<file path="src/rtl/ibex_pkg.sv">
// Shared types for the instruction-memory arbiter: requester ids, FSM states and the
// round-robin pick used when both ports request.
package ibex_pkg;

    typedef enum logic {
        ARB_PF = 1'b0,
        ARB_LD = 1'b1
    } imem_arb_port_e;

    typedef logic [0:0] imem_arb_state_t;

    localparam imem_arb_state_t IMEM_ARB    = 1'b0;
    localparam imem_arb_state_t IMEM_LOCKED = 1'b1;

    // On a tie the port that did not win last time goes first.
    function automatic imem_arb_port_e imem_arb_pick(input logic           pf_req,
                                                     input logic           ld_req,
                                                     input imem_arb_port_e last);
        if (pf_req && ld_req) begin
            return (last == ARB_LD) ? ARB_PF : ARB_LD;
        end
        return ld_req ? ARB_LD : ARB_PF;
    endfunction

endpackage

</file>
<file path="src/rtl/ibex_imem_arb_route_fifo.sv">
// Route queue: remembers which port owns each granted request so that in-order rvalids
// can be steered back. A push while full is accepted only alongside a pop.
module ibex_imem_arb_route_fifo
    import ibex_pkg::*;
#(
    parameter int unsigned Depth = 2
) (
    input  logic           clk_i,
    input  logic           rst_ni,
    input  logic           push_i,
    input  imem_arb_port_e push_id_i,
    input  logic           pop_i,
    output imem_arb_port_e head_o,
    output logic           full_o,
    output logic           empty_o
);

    localparam int unsigned PtrW = (Depth > 1) ? $clog2(Depth) : 1;

    imem_arb_port_e        mem_q [Depth];
    logic [PtrW-1:0]       wptr_q, rptr_q;
    logic [2:0]            count_q;
    logic                  do_push, do_pop;

    function automatic logic [PtrW-1:0] ptr_inc(input logic [PtrW-1:0] ptr);
        return (ptr == PtrW'(Depth - 1)) ? '0 : ptr + 1'b1;
    endfunction

    assign empty_o = (count_q == 3'd0);
    assign full_o  = (count_q == 3'(Depth));
    assign head_o  = mem_q[rptr_q];
    assign do_pop  = pop_i & ~empty_o;
    assign do_push = push_i & (~full_o | do_pop);

    always_ff @(posedge clk_i or negedge rst_ni) begin
        if (!rst_ni) begin
            wptr_q  <= '0;
            rptr_q  <= '0;
            count_q <= '0;
            for (int i = 0; i < Depth; i++) begin
                mem_q[i] <= ARB_PF;
            end
        end else begin
            if (do_push) begin
                mem_q[wptr_q] <= push_id_i;
                wptr_q        <= ptr_inc(wptr_q);
            end
            if (do_pop) begin
                rptr_q <= ptr_inc(rptr_q);
            end
            if (do_push && !do_pop) begin
                count_q <= count_q + 3'd1;
            end else if (do_pop && !do_push) begin
                count_q <= count_q - 3'd1;
            end
        end
    end

endmodule

</file>
<file path="src/rtl/ibex_imem_arbiter.sv">
// Two-port instruction-memory arbiter (prefetch buffer, capability/tag loader) with
// round-robin on ties, request locking while the grant is pending, and in-order routing.
module ibex_imem_arbiter
    import ibex_pkg::*;
#(
    parameter int unsigned MaxOutstanding = 2
) (
    input  logic        clk_i,
    input  logic        rst_ni,
    input  logic        pf_req_i,
    input  logic [31:0] pf_addr_i,
    output logic        pf_gnt_o,
    output logic        pf_rvalid_o,
    input  logic        ld_req_i,
    input  logic [31:0] ld_addr_i,
    output logic        ld_gnt_o,
    output logic        ld_rvalid_o,
    output logic [31:0] rdata_o,
    output logic        mem_req_o,
    output logic [31:0] mem_addr_o,
    input  logic        mem_gnt_i,
    input  logic [31:0] mem_rdata_i,
    input  logic        mem_rvalid_i,
    output logic        busy_o
);

    imem_arb_state_t state_q, state_d;
    imem_arb_port_e  owner_q, owner_d, last_q, last_d;
    imem_arb_port_e  winner, sel, head_id;
    logic            fifo_full, fifo_empty;
    logic            can_issue, req_int, issue, pop;

    assign winner    = imem_arb_pick(pf_req_i, ld_req_i, last_q);
    assign can_issue = ~fifo_full | mem_rvalid_i;

    // While locked the owner is fixed; its address still passes through (branch redirect).
    always_comb begin
        sel     = winner;
        req_int = can_issue & (pf_req_i | ld_req_i);
        if (state_q == IMEM_LOCKED) begin
            sel     = owner_q;
            req_int = (owner_q == ARB_LD) ? ld_req_i : pf_req_i;
        end
    end

    assign mem_req_o  = rst_ni & req_int;
    assign mem_addr_o = !rst_ni ? '0 : (sel == ARB_LD) ? ld_addr_i : pf_addr_i;
    assign issue      = mem_req_o & mem_gnt_i;
    assign pf_gnt_o   = issue & (sel == ARB_PF);
    assign ld_gnt_o   = issue & (sel == ARB_LD);

    assign pop         = rst_ni & mem_rvalid_i & ~fifo_empty;
    assign pf_rvalid_o = pop & (head_id == ARB_PF);
    assign ld_rvalid_o = pop & (head_id == ARB_LD);
    assign rdata_o     = rst_ni ? mem_rdata_i : '0;
    assign busy_o      = mem_req_o | ~fifo_empty;

    always_comb begin
        state_d = state_q;
        owner_d = owner_q;
        last_d  = issue ? sel : last_q;
        unique case (state_q)
            IMEM_ARB: begin
                if (mem_req_o && !mem_gnt_i) begin
                    state_d = IMEM_LOCKED;
                    owner_d = winner;
                end
            end
            IMEM_LOCKED: begin
                if (mem_gnt_i) begin
                    state_d = IMEM_ARB;
                end
            end
            default: state_d = IMEM_ARB;
        endcase
    end

    always_ff @(posedge clk_i or negedge rst_ni) begin
        if (!rst_ni) begin
            state_q <= IMEM_ARB;
            owner_q <= ARB_PF;
            last_q  <= ARB_LD;
        end else begin
            state_q <= state_d;
            owner_q <= owner_d;
            last_q  <= last_d;
        end
    end

    ibex_imem_arb_route_fifo #(
        .Depth(MaxOutstanding)
    ) u_route_fifo (
        .clk_i    (clk_i),
        .rst_ni   (rst_ni),
        .push_i   (issue),
        .push_id_i(sel),
        .pop_i    (pop),
        .head_o   (head_id),
        .full_o   (fifo_full),
        .empty_o  (fifo_empty)
    );

    // Stray rvalid (nothing outstanding) is dropped by the logic above; flag it.
    rvalid_without_request: assert property (@(posedge clk_i) disable iff (!rst_ni)
        mem_rvalid_i |-> !fifo_empty)
        else $warning("imem arbiter: rvalid with no outstanding request ignored");

    owner_holds_req: assert property (@(posedge clk_i) disable iff (!rst_ni)
        (state_q == IMEM_LOCKED) |-> ((owner_q == ARB_LD) ? ld_req_i : pf_req_i));

endmodule

</file>
<file path="config.mk">
export PLATFORM = sky130hd
export DESIGN_NAME = ibex_imem_arbiter
export DESIGN_NICKNAME = d
export VERILOG_FILES = /design/src/rtl/ibex_pkg.sv /design/src/rtl/ibex_imem_arb_route_fifo.sv /design/src/rtl/ibex_imem_arbiter.sv
export SDC_FILE = /design/constraint.sdc
export NUM_CORES = 1
export LEC_CHECK = 0
export BUFFER_PORTS_ARGS = -buffer_cell sky130_fd_sc_hd__buf_2
export CAP_MARGIN = 20
export CORE_ASPECT_RATIO = 0.75
export CORE_MARGIN = 8
export CORE_UTILIZATION = 30
export DETAILED_ROUTE_END_ITERATION = 6
export GPL_TIMING_DRIVEN = 0
export PLACE_DENSITY = 0.88
export SYNTH_ARGS = -nofsm -noshare
export SYNTH_HDL_FRONTEND = slang
export SYNTH_SLANG_ARGS = --single-unit
</file>
<file path="constraint.sdc">
create_clock -name clk_i -period 2.2 [get_ports clk_i]
set_clock_uncertainty 0.05 [all_clocks]
set_input_delay 0.66 -clock clk_i [delete_from_list [all_inputs] [get_ports clk_i]]
set_output_delay 0.66 -clock clk_i [all_outputs]
set_load 0.02 [all_outputs]
</file>
==> results.cfg <==
[placed_design]
io_buffers = 171
dp_hpwl_um = 5770
place_area_sq_mm = 0.00266
gp_congestion = 0.813
dp.cells = 427

[detailed_routing]
top_layer = met4
ant_nets = 0
wl_met3_um = 754
wl_met2_um = 4700
wl_per_cell_um = 18.9
drc = 0
wl_met1_um = 2720
finalWirelength_um = 8590
num_vias = 2230
routed_via_density = 4.91
drt_iter0_markers = 82
first_pass_iters = 4

[floorplanning]
rows = 21
die_height_um = 75.1
die_w_um = 94.8
io_pins = 172
initial_core_util = 0.313
die_area_sq_mm = 0.00712
core_sq_mm = 0.00447

[final_layout]
drive_gt1_frac = 0.816
num-nets-final = 502
fillers = 272
fin_util = 0.811
syn2layout_area_growth_pct = 159
final_cells = 454
n_antenna_cell = 0
finalInstanceArea_sq_mm = 0.00362

[sta]
hold_viol_final = 0
tns_ns = -6.48
slew_violations = 0
max_freq_ghz = 0.414
slew_headroom = 0.776
tightest_slew_ns = 0.336
finalCritPeriodShare = 1.10
rsz0062_at_grt = yes
period_minus_slack_ns = 2.41
finalSetupViolCount = 38
worst_slack_ns = -0.214

[synth]
ys_ff_latch = 10
synth_cell_type_count = 36
syn_area_per_cell_sq_um = 7.02
yosysTopAreaCellShare = 0.183
syn-num-nets = 303
yosysSeqAreaShare = 0.180
yosys-top-cells-area = nand2_1 18%, dfrtp_1 16%, a21boi_1 15%, and2_1 15%, buf_6 3.2%
async_flop_share = 1.00
yosysWarnings = 0
synth_edf_count = 0
synthCells = 199
synth_area_sq_mm = 0.00140
synth_top_area_cell = nand2_1
synthFlopType = dfrtp_1

[critical_path]
end_kind = output port
critical_path_class = reg2out
cp_max_fo = 10
start_kind = flip-flop
cp.required_ns = 1.49
cp.arrival_ns = 1.70
rrSetupSlack_ns = -0.18

[global_routing]
grt_pass1_vias = 2391
gr-total-overflow = 0
antenna_found_initial = 0
grt_max_degree = 15
grt_pass1_wl_um = 11400
grt_use_total = 0.205

[outcome]
violations = negative setup slack
status = finished with violations

[power]
p_leak_nw = 1.92
ir_worst_vdd_mv = 0.594
power_density_mw_per_mm2 = 733
total_power_w = 0.00266

[clocking]
numCtsBuffers = 3
h-tree-depth = 1
clkTransAtPathRegs_ns = 0.05
cts_tree = done
clockBufferDepth = 2
clk_latency_ns = 0.24
ctsRootBufferMaster = clkbuf_8
clock_sinks = 10

[flow_run]
maxCapViolCount = 0

[min_path]
hold_path.class = in2async
[cell type report]
| cell class | instances | area [sq um] | area share |
|---|---|---|---|
| clock buffer | 4 | 55.1 | 0.0152 |
| tap | 57 | 71.3 | 0.0197 |
| inverter | 5 | 21.3 | 0.00587 |
| buffer | 14 | 181 | 0.0501 |
| timing repair buffer | 195 | 1370 | 0.379 |
| sequential | 10 | 254 | 0.0701 |
| multi-input combinational | 169 | 1670 | 0.460 |
[metrics by stage]
step | hold slack [ns] | setup WS [ns]
final | 0.162 | -0.214
after global routing | 0.160 | -0.268
after CTS | 0.155 | -0.204
after detailed placement | 0.445 | -0.754
after global placement | 0.431 | -0.715
after floorplan | 0.314 | -0.0647
[timing repair]
action                     4_1_cts  5_1_grt
pin swaps                        8       36
buffers inserted                17        4
cloned                           2        2
gates resized for setup        124       87
setup endpoints to repair       72       40
hold buffers                     0        0
[cell usage in the layout, fill, tap and decap left out, drive strengths merged, types with 3 or more instances in the layout]
cell	n
and2	33
o31ai	4
inv	5
buf	200
nand2	69
dfrtp	9
a21boi	32
xnor2	3
nor2	5
clkbuf	13
[Yosys cell counts (all sizes together), types with 2 or more instances]
cell type,count
nand2,69
or2,2
a21boi,32
and2,33
a31o,2
clkbuf,8
mux2i,2
a31oi,2
o31ai,4
xnor2,3
nor2,5
dfrtp,9
inv,5
xor2,2
a21oi,2
mux2,2
buf,7
[worst paths after layout]
kind / to / from / cells past startpoint
setup / recovery: mem_addr_o[16] / state_q$_DFF_PN0_ / 7
hold / removal: u_route_fifo.rptr_q$_DFFE_PN0N_ / rst_ni / 1
setup reg to reg: u_route_fifo.count_q[2]$_DFFE_PN0P_ / owner_q$_DFFE_PN0P_ / 11
hold reg to reg: u_route_fifo.mem_q[0]$_DFFE_PN0P_ / u_route_fifo.mem_q[0]$_DFFE_PN0P_ / 2
max in group asynchronous: last_q$_DFFE_PN1N_ / rst_ni / 1
min in group clk_i: u_route_fifo.mem_q[0]$_DFFE_PN0P_ / u_route_fifo.mem_q[0]$_DFFE_PN0P_ / 2
[layer usage]
metal | track usage | up-vias
met5 | 0 | -
met4 | 0.102 | 0
met3 | 0.0747 | 32
met2 | 0.403 | 119
met1 | 0.182 | 1032
li1 | - | 1047
[kinds of logic (layout without fill, tap and decap cells)]
group                      Yosys count  count (layout)  synth area share
buffers and inverters               20             218            0.0780
adders and majority gates            2               2            0.0233
xor gates and xnor gates             5               5            0.0314
and+or+nand+nor                    113             113             0.387
AOI/OAI and AO/OA                   45              45             0.264
DFF                                 10              10             0.180
muxes                                4               4            0.0358
[where the power goes]
group          internal [W]  switching (W)  leakage, nW
clock network      0.000158      0.0000790       0.0288
logic               0.00103       0.000989         1.78
registers          0.000279       0.000121        0.116
[registers in the layout (all words and copies together) (netlist names)]
name,flops
last_q,1
owner_q,1
state_q,1
u_route_fifo.count_q,3
u_route_fifo.mem_q,2
u_route_fifo.rptr_q,1
u_route_fifo.wptr_q,1
[critical path, stage by stage, from the launching register on]
cell	delay, ns
dfrtp_2	0.43
and2_4	0.18
a31oi_4	0.18
buf_6	0.17
buf_12	0.15
nand2_2	0.07
a21boi_4	0.14
buf_6	0.14
(Power assumes the default switching activity.)
